**src/rtl/sonar_pkg.sv**
```systemverilog
// Shared constants and state encoding for the sonar ping controller.
package sonar_pkg;

  localparam int unsigned DEF_CLK_PER_US = 50;
  localparam int unsigned DEF_TRIG_US    = 10;
  localparam int unsigned DEF_TIMEOUT_US = 30000;
  localparam int unsigned DEF_GAP_US     = 60000;
  localparam int unsigned DEF_W          = 16;

  typedef enum logic [2:0] {
    ST_IDLE      = 3'd0,
    ST_TRIG      = 3'd1,
    ST_WAIT_RISE = 3'd2,
    ST_MEASURE   = 3'd3,
    ST_HOLDOFF   = 3'd4
  } state_e;

endpackage

```
**src/rtl/sonar_us_timer.sv**
```systemverilog
// Microsecond timebase: prescaler over CLK_PER_US cycles plus a us counter.
// clr restarts both so every interval begins on a whole-us boundary.
module sonar_us_timer #(
  parameter int unsigned CLK_PER_US = 50,
  parameter int unsigned W          = 16
) (
  input  logic         clk,
  input  logic         reset,
  input  logic         clr,
  output logic         us_tick,
  output logic [W-1:0] count
);

  localparam int unsigned PW = (CLK_PER_US > 1) ? $clog2(CLK_PER_US) : 1;

  logic [PW-1:0] presc_d, presc_q;
  logic [W-1:0]  count_d, count_q;
  logic          tick_d, tick_q;

  // Next prescaler / counter values; tick flags the last cycle of each us
  always_comb begin
    presc_d = presc_q;
    count_d = count_q;
    if (clr) begin
      presc_d = '0;
      count_d = '0;
    end else if (tick_q) begin
      presc_d = '0;
      count_d = count_q + W'(1);
    end else begin
      presc_d = presc_q + PW'(1);
    end
    tick_d = (presc_d == PW'(CLK_PER_US - 1));
  end

  // Timer state registers
  always_ff @(posedge clk or negedge reset) begin
    if (!reset) begin
      presc_q <= '0;
      count_q <= '0;
      tick_q  <= 1'(CLK_PER_US == 1);
    end else begin
      presc_q <= presc_d;
      count_q <= count_d;
      tick_q  <= tick_d;
    end
  end

  assign us_tick = tick_q;
  assign count   = count_q;

endmodule

```
**src/rtl/sonar_ping_ctrl.sv**
```systemverilog
// Sonar ping controller: trigger pulse, echo rise wait, echo width in us,
// then a hold-off before the next ping.
// Build option SONAR_AUTO_TRIG_EN adds an 'auto' input that re-triggers
// straight from HOLDOFF for free-running pings.
module sonar_ping_ctrl
  import sonar_pkg::*;
#(
  parameter int unsigned CLK_PER_US = DEF_CLK_PER_US,
  parameter int unsigned TRIG_US    = DEF_TRIG_US,
  parameter int unsigned TIMEOUT_US = DEF_TIMEOUT_US,
  parameter int unsigned GAP_US     = DEF_GAP_US,
  parameter int unsigned W          = DEF_W
) (
  input  logic         clk,
  input  logic         reset,
  input  logic         start,
  input  logic         echo,
`ifdef SONAR_AUTO_TRIG_EN
  input  logic         auto,
`endif
  output logic         trig,
  output logic         busy,
  output logic         done,
  output logic         timeout,
  output logic [W-1:0] echo_us
);

  state_e         state_q, state_d;
  logic           echo_meta_q, echo_s_q, echo_q;
  logic           rise, fall;
  logic           clr_c;
  logic           us_tick;
  logic [W-1:0]   count;
  logic           trig_d, trig_q;
  logic           busy_d, busy_q;
  logic           done_d, done_q;
  logic           timeout_d, timeout_q;
  logic [W-1:0]   echo_us_d, echo_us_q;

  // Two-flop synchronizer plus edge register on the asynchronous echo pin
  always_ff @(posedge clk or negedge reset) begin
    if (!reset) begin
      echo_meta_q <= 1'b0;
      echo_s_q    <= 1'b0;
      echo_q      <= 1'b0;
    end else begin
      echo_meta_q <= echo;
      echo_s_q    <= echo_meta_q;
      echo_q      <= echo_s_q;
    end
  end

  assign rise = echo_s_q & ~echo_q;
  assign fall = ~echo_s_q & echo_q;

  sonar_us_timer #(
    .CLK_PER_US (CLK_PER_US),
    .W          (W)
  ) u_timer (
    .clk     (clk),
    .reset   (reset),
    .clr     (clr_c),
    .us_tick (us_tick),
    .count   (count)
  );

  // Next-state and registered-output logic
  always_comb begin
    state_d   = state_q;
    timeout_d = timeout_q;
    echo_us_d = echo_us_q;
    unique case (state_q)
      ST_IDLE: begin
        if (start) state_d = ST_TRIG;
      end
      ST_TRIG: begin
        if (us_tick && (count == W'(TRIG_US - 1))) state_d = ST_WAIT_RISE;
      end
      ST_WAIT_RISE: begin
        if (rise) begin
          state_d = ST_MEASURE;
        end else if (count == W'(TIMEOUT_US)) begin
          state_d   = ST_HOLDOFF;
          timeout_d = 1'b1;
          echo_us_d = '0;
        end
      end
      ST_MEASURE: begin
        // A fall on the timeout cycle still counts as a valid echo
        if (fall || (count == W'(TIMEOUT_US))) begin
          state_d   = ST_HOLDOFF;
          timeout_d = ~fall;
          echo_us_d = count;
        end
      end
      ST_HOLDOFF: begin
        if (us_tick && (count == W'(GAP_US - 1))) begin
`ifdef SONAR_AUTO_TRIG_EN
          state_d = auto ? ST_TRIG : ST_IDLE;
`else
          state_d = ST_IDLE;
`endif
        end
      end
      default: state_d = ST_IDLE;
    endcase
    clr_c  = (state_d != state_q);
    trig_d = (state_d == ST_TRIG);
    busy_d = (state_d != ST_IDLE);
    done_d = (state_d == ST_HOLDOFF) && (state_q != ST_HOLDOFF);
  end

  // State and output registers
  always_ff @(posedge clk or negedge reset) begin
    if (!reset) begin
      state_q   <= ST_IDLE;
      trig_q    <= 1'b0;
      busy_q    <= 1'b0;
      done_q    <= 1'b0;
      timeout_q <= 1'b0;
      echo_us_q <= '0;
    end else begin
      state_q   <= state_d;
      trig_q    <= trig_d;
      busy_q    <= busy_d;
      done_q    <= done_d;
      timeout_q <= timeout_d;
      echo_us_q <= echo_us_d;
    end
  end

  assign trig    = trig_q;
  assign busy    = busy_q;
  assign done    = done_q;
  assign timeout = timeout_q;
  assign echo_us = echo_us_q;

endmodule

```
**config.mk**
```make
export PLATFORM = sky130hd
export DESIGN_NAME = sonar_ping_ctrl
export DESIGN_NICKNAME = d
export VERILOG_FILES = /design/src/rtl/sonar_pkg.sv /design/src/rtl/sonar_us_timer.sv /design/src/rtl/sonar_ping_ctrl.sv
export SDC_FILE = /design/constraint.sdc
export NUM_CORES = 1
export LEC_CHECK = 0
export CORE_MARGIN = 8
export CORE_UTILIZATION = 56
export CTS_CLUSTER_SIZE = 30
export DETAILED_ROUTE_END_ITERATION = 10
export PLACE_DENSITY = 0.81
export SETUP_SLACK_MARGIN = 0.2
export SLEW_MARGIN = 15
export SYNTH_ARGS = -nofsm -noshare
export SYNTH_HDL_FRONTEND = slang
export SYNTH_HIERARCHICAL = 1
export SYNTH_SLANG_ARGS = --single-unit
```
**constraint.sdc**
```tcl
create_clock -name clk -period 2.94 [get_ports clk]
set_input_delay 0.882 -clock clk [delete_from_list [all_inputs] [get_ports clk]]
set_output_delay 0.882 -clock clk [all_outputs]
set_load 0.01 [all_outputs]
```
Word level (Yosys, flattened, before mapping)
Cells that the tools add are included.
{"block": "op_classes", "add_sub_neg": 2, "mul": 0, "n_div": 0, "magnitude_cmp": 0, "n_eq_ne": 15, "n_shift": 0, "mux": 19, "bitwise_logic": 5, "n_reduce_logical": 9}
{"cell": "16-bit two-way mux", "count": 5}
{"cell": "16-bit case mux with 2 select lines", "count": 1}
{"cell": "3-bit two-way mux", "count": 6}
{"cell": "16-bit by 1-bit adder with 16-bit output (second input constant)", "count": 1}
{"cell": "16-bit by 15-bit equality test with 1-bit output (second input constant)", "count": 1}
{"cell": "16-bit equality test (second input constant)", "count": 1}
{"cell": "16-bit by 4-bit equality test with 1-bit output (second input constant)", "count": 1}
{"cell": "3-bit case mux with 5 select lines", "count": 1}
{"cell": "6-bit two-way mux", "count": 2}
{"cell": "6-bit by 1-bit adder with 6-bit output (second input constant)", "count": 1}
{"cell": "3-bit by 1-bit equality test with 1-bit output (second input constant)", "count": 2}
{"cell": "3-bit by 2-bit equality test with 1-bit output (second input constant)", "count": 2}
{"cell": "3-bit equality test (second input constant)", "count": 2}
{"cell": "6-bit equality test (second input constant)", "count": 1}
{"cell": "2-bit != test (second input constant)", "count": 3}
{"cell": "4-bit AND reduction", "count": 1}
{"cell": "2-bit nonzero test", "count": 2}
{"cell": "1-bit logical AND", "count": 3}
{"cell": "3-bit logical NOT", "count": 1}
{"cell": "1-bit two-way mux", "count": 3}
{"cell": "3-bit != test", "count": 1}
{"cell": "3-bit != test (second input constant)", "count": 1}
{"cell": "1-bit inverter", "count": 3}
{"cell": "3-bit nonzero test", "count": 1}
{"cell": "other kinds (3)", "count": 4}
{"block": "totals", "regBits": 49, "latchBits": 0, "ramBits": 0, "rom_bits": 0, "inputBits": 4, "word_cells": 62, "n_memories": 0}

Longest topological paths before layout
Gate-level depths: netlist (run 1).
{"block": "logic_depth", "word_depth": 8, "mapped_depth": 10, "ltp_nobuf": 9}

By module
The synthesis (run 1) kept the hierarchy.
{"mod": "sonar_ping_ctrl", "n_inst": 1, "cells_per_inst": 104, "area_each_um2": 1203.7, "seq_area_each_um2": 650.6}
{"mod": "sonar_us_timer", "n_inst": 1, "cells_per_inst": 112, "area_each_um2": 1148.6, "seq_area_each_um2": 575.6}

Worst setup path before layout (run 1)
Ideal clock, no wire load.
{"block": "synth_timing", "path_kind": "register to register", "startpoint": "reg u_timer.count_q[5], in the netlist u_timer/count[5]", "endpoint": "reg u_timer.count_q[15], in the netlist u_timer/count[15]", "t_arrival_ns": 2.520, "required_time_ns": 2.815, "path_slack_ns": 0.295, "path_stages_with_launch": 10, "path_buffers": 0, "path_cell_list": "dfrtp_1 or4_1 nor2_1 a311oi_1 nand2b_1 o2bb2ai_1 o2111a_1 nand2_1 nor4_2 mux2_2"}
{"block": "synth_between", "elab_chain_len": 6, "elab_cells_between_ends": 17, "cone_classes": "1 x add/sub; 4 x eq/ne; 8 x mux; 4 x reduce/logical"}
{"item": "start: declaration", "line": "sonar_us_timer.sv:17", "source": "logic [W-1:0] count_d, count_q;"}
{"item": "start signal: assignment", "line": "sonar_us_timer.sv:44", "source": "count_q <= count_d;"}
{"item": "16-bit by 15-bit equality test with 1-bit output, or another cell as far along", "line": "sonar_ping_ctrl.sv:82, sonar_ping_ctrl.sv:90"}
{"item": "3-bit two-way mux, or another cell as far along", "line": "sonar_ping_ctrl.sv:82", "source": "end else if (count == W'(TIMEOUT_US)) begin"}
{"item": "3-bit two-way mux, on equally long branches"}
{"item": "3-bit case mux with 5 select lines (*)", "line": "sonar_ping_ctrl.sv:72", "source": "unique case (state_q)"}
{"item": "3-bit != test (*)", "line": "sonar_ping_ctrl.sv:107", "source": "clr_c = (state_d != state_q);"}
{"item": "via clr_c", "line": "sonar_ping_ctrl.sv:31", "source": "logic clr_c;"}
{"item": "16-bit two-way mux or 2-bit nonzero test (tied branches)"}
Mark *: on every way through the listed nets, which the timed path passes. The rest lies on a longest branch. The select of a mux whose other input is x is not followed.
A chain may end at the register's enable or synchronous reset.

Worst setup path after layout (run 1)
{"block": "layout_timing", "startpoint": "reg u_timer.count_q[7], in the netlist u_timer/count[7]", "endpoint": "reg u_timer.count_q[13], in the netlist u_timer/count[13]"}
Same word-level chain as after synthesis.

==> impl_metrics.toml, run 1 <==
[timing]
period_share_pct = 95.1
maxSlewViolCount = 0
hold_violations = 0
min_period_ns = 2.79
timing.fmax_mhz = 358
setup_viol = 0
timing_worst_slew_pin_value_ns = 0.675
skew_ns = 0.00780
fin_setup_tns_ns = 0
max-slew-margin-rel_pct = 55.0
grt_setup_unrepaired = "true"

[synth]
ys_ff_latch = 49
synth_cells = 216
synth_fa_ha_area_share_pct = 1.06
syn_area_per_cell_um2 = 10.9
syn_nets = 222
ys.flop_type = "dfrtp_1"
ys_seq_area_share_pct = 52.1
netlist_area_um2 = 2350
yosysUniqueCellTypes = 53
synth-edff-count = 0
yosys_warnings = 6
synth_xor_area_share_pct = 5.96
synth_top_family_by_area = "simple AND/OR/NAND/NOR gates"
synth-compound-area-share_pct = 13.7
async_flop_share_pct = 100
synth_mux_area_share_pct = 1.38
synth-simple-area-share_pct = 22.1

[placement]
globalplace.congestion = 0.964
hpwl_um = 3670
place_area_um2 = 2690
io_buffers = 23
place_inst = 296

[detailed_routing]
dr_wl_met2_um = 2720
top_layer = "met4"
ant_nets = 0
vias = 1912
met3_length_um = 470
drt_wl_total_um = 5610
viasPerCell = 6.15
wl_met1_um = 2220
routedWlPerCell_um = 18.0
drc = 0
drtPass1Iterations = 5
drt_iter0_drc = 196

[clock_tree]
htree_levels = 2
cts_num_sinks = 49
numCtsBuffers = 5
cts_max_path_buffers = 2
clk_latency_ns = 0.31
clkTransAtPathRegs_ns = 0.09
tritoncts = "yes"
clockRootBuffer = "clkbuf_8"

[finish]
fin_util_pct = 72.4
diodes = 0
nNetsFinal = 266
fin_cells = 311
syn_to_final_growth_pct = 23.9
layout-drive-gt1-share_pct = 26.1
finish.instance_area_um2 = 2920

[power]
power.density_nw_per_um2 = 412
p_leak_nw = 1.32
p_total_mw = 1.20
vdd_drop_max_mv = 0.299

[global_routing]
grt_max_degree = 50
grt_pass1_wl_um = 9220
grt_usage_pct = 17.9
grt-ovfl-total = 0
grt_pass1_vias = 1888
antenna_found_initial = 0

[critical_path]
slowest_delay_ns = 0.58
crit_type = "flop to flop"
slowest_stage = "or4_1"
startpoint_type = "flop"
crit_arrival_ns = 3.00
crit_chain = "or4_1 > nor2_2 > a311oi_1 > nand2b_1 > o2bb2ai_2 > buf_4 > o2111ai_4 > nor4_1 > xnor2_1 > nor2_1"
required_ns = 3.14
crit_path_end_kind = "flop"
critical_path.max_fanout = 7

[floorplanning]
io_pins = 24
die_area_um2 = 6530
dieWidth_um = 80.8
die_y_um = 80.8
core-area_um2 = 4030
rows = 23
initial_utilization_pct = 58.4

[worst_hold_path]
hold_class = "flop to flop"

[job]
cap_viol_max_count = 0

[run_status]
status = "finished clean"
==> path summary, 6_finish.rpt <==
check	slack, ns	to	startpoint	cells past startpoint
max in group asynchronous	1.86	u_timer/count[4]	reset	2
min in group asynchronous	0.66	echo_us[0]	reset	2
max reg2reg	0.15	u_timer/count[13]	u_timer/count[7]	10
max	0.15	u_timer/count[13]	u_timer/count[7]	10
min	0.37	echo_s_q	echo_meta_q	0
min reg2reg	0.37	echo_s_q	echo_meta_q	0
==> cell families (layout without fill, tap and decap cells) <==
| group | after synthesis | after routing |
|---|---|---|
| flops | 49 | 49 |
| fa+ha+maj | 2 | 2 |
| buf+inv | 13 | 58 |
| xor+xnor | 16 | 16 |
| compound gates | 36 | 36 |
| mux | 3 | 3 |
| simple gates | 97 | 97 |
==> Yosys cell counts, types with 2 or more instances <==
| cell | count | area share (%) |
|---|---|---|
| mux2_2 | 2 | 0.96 |
| or4_1 | 2 | 0.64 |
| nand3_1 | 12 | 2.6 |
| and4_1 | 3 | 1.1 |
| or3_1 | 2 | 0.53 |
| o31ai_1 | 2 | 0.64 |
| nor4_1 | 4 | 1.1 |
| nor3_1 | 6 | 1.3 |
| ha_1 | 2 | 1.1 |
| nor2b_1 | 2 | 0.53 |
| a22o_2 | 11 | 4.7 |
| nand4_1 | 5 | 1.3 |
| clkbuf_1 | 2 | 0.32 |
| a21oi_1 | 5 | 1.1 |
| dfrtp_1 | 49 | 52 |
| buf_4 | 2 | 0.64 |
| xor2_1 | 9 | 3.4 |
| nand2_1 | 13 | 2.1 |
| a22o_1 | 5 | 1.9 |
| inv_1 | 4 | 0.64 |
| nand4b_1 | 3 | 1.1 |
| a211oi_1 | 2 | 0.64 |
| and3_2 | 2 | 0.64 |
| nor2_1 | 30 | 4.8 |
| and3_1 | 3 | 0.80 |
| xnor2_1 | 7 | 2.6 |
==> repair_timing <==
item | in CTS | in global routing
pin swaps | 1 | 8
buffers inserted | 1 | 6
hold buffers | 0 | 0
resized for setup | 3 | 9
endpoints found under the setup margin | 3 | 9
cloned | 0 | 0
==> layer usage <==
| metal | global-route usage (%) | up-vias |
|---|---|---|
| met1 | 22.7 | 926 |
| met3 | 3.86 | 29 |
| met5 | 0 | - |
| met2 | 29.0 | 86 |
| li1 | - | 871 |
| met4 | 7.68 | 0 |
==> placed cells by master, fill, tap and decap left out, drive strengths merged, types with 2 or more instances in the layout <==
| master | count |
|---|---|
| dfrtp | 49 |
| nor2 | 31 |
| buf | 24 |
| clkdlybuf4s50 | 21 |
| a22o | 16 |
| nand2 | 13 |
| nand3 | 12 |
| xor2 | 9 |
| xnor2 | 7 |
| nor3 | 6 |
| clkbuf | 6 |
| nand4 | 5 |
| a21oi | 5 |
| and3 | 5 |
| nor4 | 5 |
| inv | 4 |
| nand4b | 3 |
| and4 | 3 |
| nor2b | 3 |
| or4 | 2 |
| or3 | 2 |
| a211oi | 2 |
| o31ai | 2 |
| mux2 | 2 |
| ha | 2 |
==> sequential cells by signal, indices dropped and copies added, names as in the netlist <==
name	flops
busy	1
echo_meta_q	1
state_q	3
done	1
echo_us	16
timeout	1
echo_q	1
u_timer/us_tick	1
u_timer/count	16
echo_s_q	1
trig	1
u_timer/presc_q	6
==> power breakdown <==
part | switching [mW] | internal [mW] | total [mW]
clock network | 0.225 | 0.277 | 0.502
logic | 0.0163 | 0.00609 | 0.0224
registers | 0.000809 | 0.675 | 0.676
total | 0.242 | 0.958 | 1.20
==> through the flow <==
step	hold slack [ns]	setup WS, ns
after floorplan	0.331	0.295
after global placement	0.335	0.0279
after detailed placement	0.350	-0.0167
after CTS	0.370	0.206
after global routing	0.386	0.0445
final	0.369	0.145
==> area by class of cell <==
class	instances	area, um^2
Multi-Input combinational cell	154	1090
Clock inverter	2	37.5
Fill cell	284	1110
Tap cell	50	62.6
Sequential cell	49	1230
Timing Repair Buffer	46	400
Clock buffer	6	82.6
Inverter	4	15.0
==> critical path, delay by kind of cell (launching register included) <==
kind	cells	cell delay, ns
AOI/OAI and AO/OA	3	0.48
xor gates and xnor gates	1	0.17
buffers and inverters	1	0.18
DFF	1	0.46
and+or+nand+nor	5	1.39
Note: power is estimated with default switching activity, not from simulation.
==> inputs of run 2 (changes only) <==
Settings changed: CAP_MARGIN set to 20.
==> results of run 2 <==
Same layout as run 1: the final DEF is identical, and so are final timing and power.
==> inputs of run 3 (changes only) <==
Settings changed: CORE_MARGIN 8 to 5.
==> impl_metrics.toml, run 3 (synthesis results as in run 1) <==
[critical_path]
crit_chain = "buf_4 > nor4b_2 > nand3_1 > nor2_1 > a211oi_1 > o2bb2ai_2 > o2111a_1 > nand2_1 > nor4_2 > mux2_2"
slowest_stage = "dfrtp_1"
required_ns = 3.13
crit_arrival_ns = 2.85
critical_path.max_fanout = 5
slowest_delay_ns = 0.39
critical_path_buf_inv_count = 1
crit_path_end_kind = "flop"
cp_top_family = "simple AND/OR/NAND/NOR gates"
startpoint_type = "flop"
crit_type = "flop to flop"

[timing]
fin_setup_tns_ns = 0
skew_ns = 0.0105
timing.fmax_mhz = 376
min_period_ns = 2.66
period_share_pct = 90.4
max-slew-margin-rel_pct = 53.8
grt_setup_unrepaired = "true"
setup_viol = 0
timing_worst_slew_pin_value_ns = 0.694
maxSlewViolCount = 0
hold_violations = 0
timing.hold.ws_ns = 0.368
setup_slack_ns = 0.282

[finish]
final_cell_mix = "49 x dfrtp_1, 29 x nor2_1, 22 x clkdlybuf4s50_1, 17 x buf_4, 13 x nand2_1"
diodes = 0
finish.instance_area_um2 = 2870
nNetsFinal = 261
n_fill_cell = 298
layout-drive-gt1-share_pct = 23.0
syn_to_final_growth_pct = 21.9
fin_cells = 306
final_common_cell = "dfrtp_1"
fin_util_pct = 71.2

[clock_tree]
holdBufCountCts = 0
numCtsBuffers = 5
clockRootBuffer = "clkbuf_8"
cts_num_sinks = 49
tritoncts = "yes"
clkTransAtPathRegs_ns = 0.10
clk_latency_ns = 0.31
htree_levels = 2
cts_max_path_buffers = 2

[placement]
place_area_um2 = 2700
globalplace.congestion = 0.884
io_buffers = 23
place_inst = 296
dp_slack_ns = -0.0133
hpwl_um = 3610

[detailed_routing]
met3_length_um = 383
routedWlPerCell_um = 17.4
drt_iter0_drc = 229
dr_wl_met2_um = 2670
drt_wl_total_um = 5320
vias = 1901
viasPerCell = 6.21
drtPass1Iterations = 5
top_layer = "met4"
drc = 0
ant_nets = 0
wl_met1_um = 2130

[floorplanning]
rows = 23
die_area_um2 = 5600
die_y_um = 74.8
dieWidth_um = 74.8
initial_utilization_pct = 58.4
core-area_um2 = 4030
io_pins = 24

[power]
vdd_drop_max_mv = 0.310
p_leak_nw = 1.28
p_total_mw = 1.21
power.density_nw_per_um2 = 421

[global_routing]
grt_pass1_wl_um = 8800
grt-ovfl-total = 0
grt_max_degree = 50
grt_pass1_vias = 1871
antenna_found_initial = 0
grt_usage_pct = 20.8

[run_status]
status = "finished clean"

[worst_hold_path]
hold_class = "flop to flop"

[job]
cap_viol_max_count = 0
## run 3: timing repair
action                     4_1_cts  5_1_grt
gates resized for setup          1        5
setup endpoints to repair        3        8
gates cloned                     0        0
buffers inserted                 1        1
pin swaps                        1        2
hold endpoints to repair         0        0
## run 3: path summary, 6_finish.rpt
check                                 startpoint           endpoint  slack (ns)  cells after the start
worst min-delay path                 echo_meta_q           echo_s_q        0.37                      0
worst max-delay path            u_timer/count[5]  u_timer/count[15]        0.28                     10
worst max register to register  u_timer/count[5]  u_timer/count[15]        0.28                     10
worst min register to register       echo_meta_q           echo_s_q        0.37                      0
min in group asynchronous                  reset         echo_us[0]        0.54                      2
max in group asynchronous                  reset   u_timer/count[9]        2.17                      2
## run 3: layout make-up
class                           count  area, um^2  share of cell area (%)
Clock buffer                        6        82.6                    2.88
Tap cell                           50        62.6                    2.18
Inverter                            4        15.0                   0.524
Clock inverter                      2        37.5                    1.31
Multi-Input combinational cell    154        1070                    37.3
Sequential cell                    49        1230                    42.8
Timing Repair Buffer               41         373                    13.0
## run 3: layer usage
metal | GRT usage (%) | up-vias
met5 | 0 | -
met4 | 8.10 | 0
met3 | 3.60 | 21
met2 | 35.8 | 103
met1 | 26.2 | 924
li1 | - | 853
## run 3: power by group
part | leakage, nW | internal, mW | switching (mW) | total (mW)
combinational | 0.577 | 0.00838 | 0.0171 | 0.0254
sequential | 0.644 | 0.675 | 0.000810 | 0.676
clock | 0.0574 | 0.277 | 0.230 | 0.506
total | 1.28 | 0.960 | 0.248 | 1.21
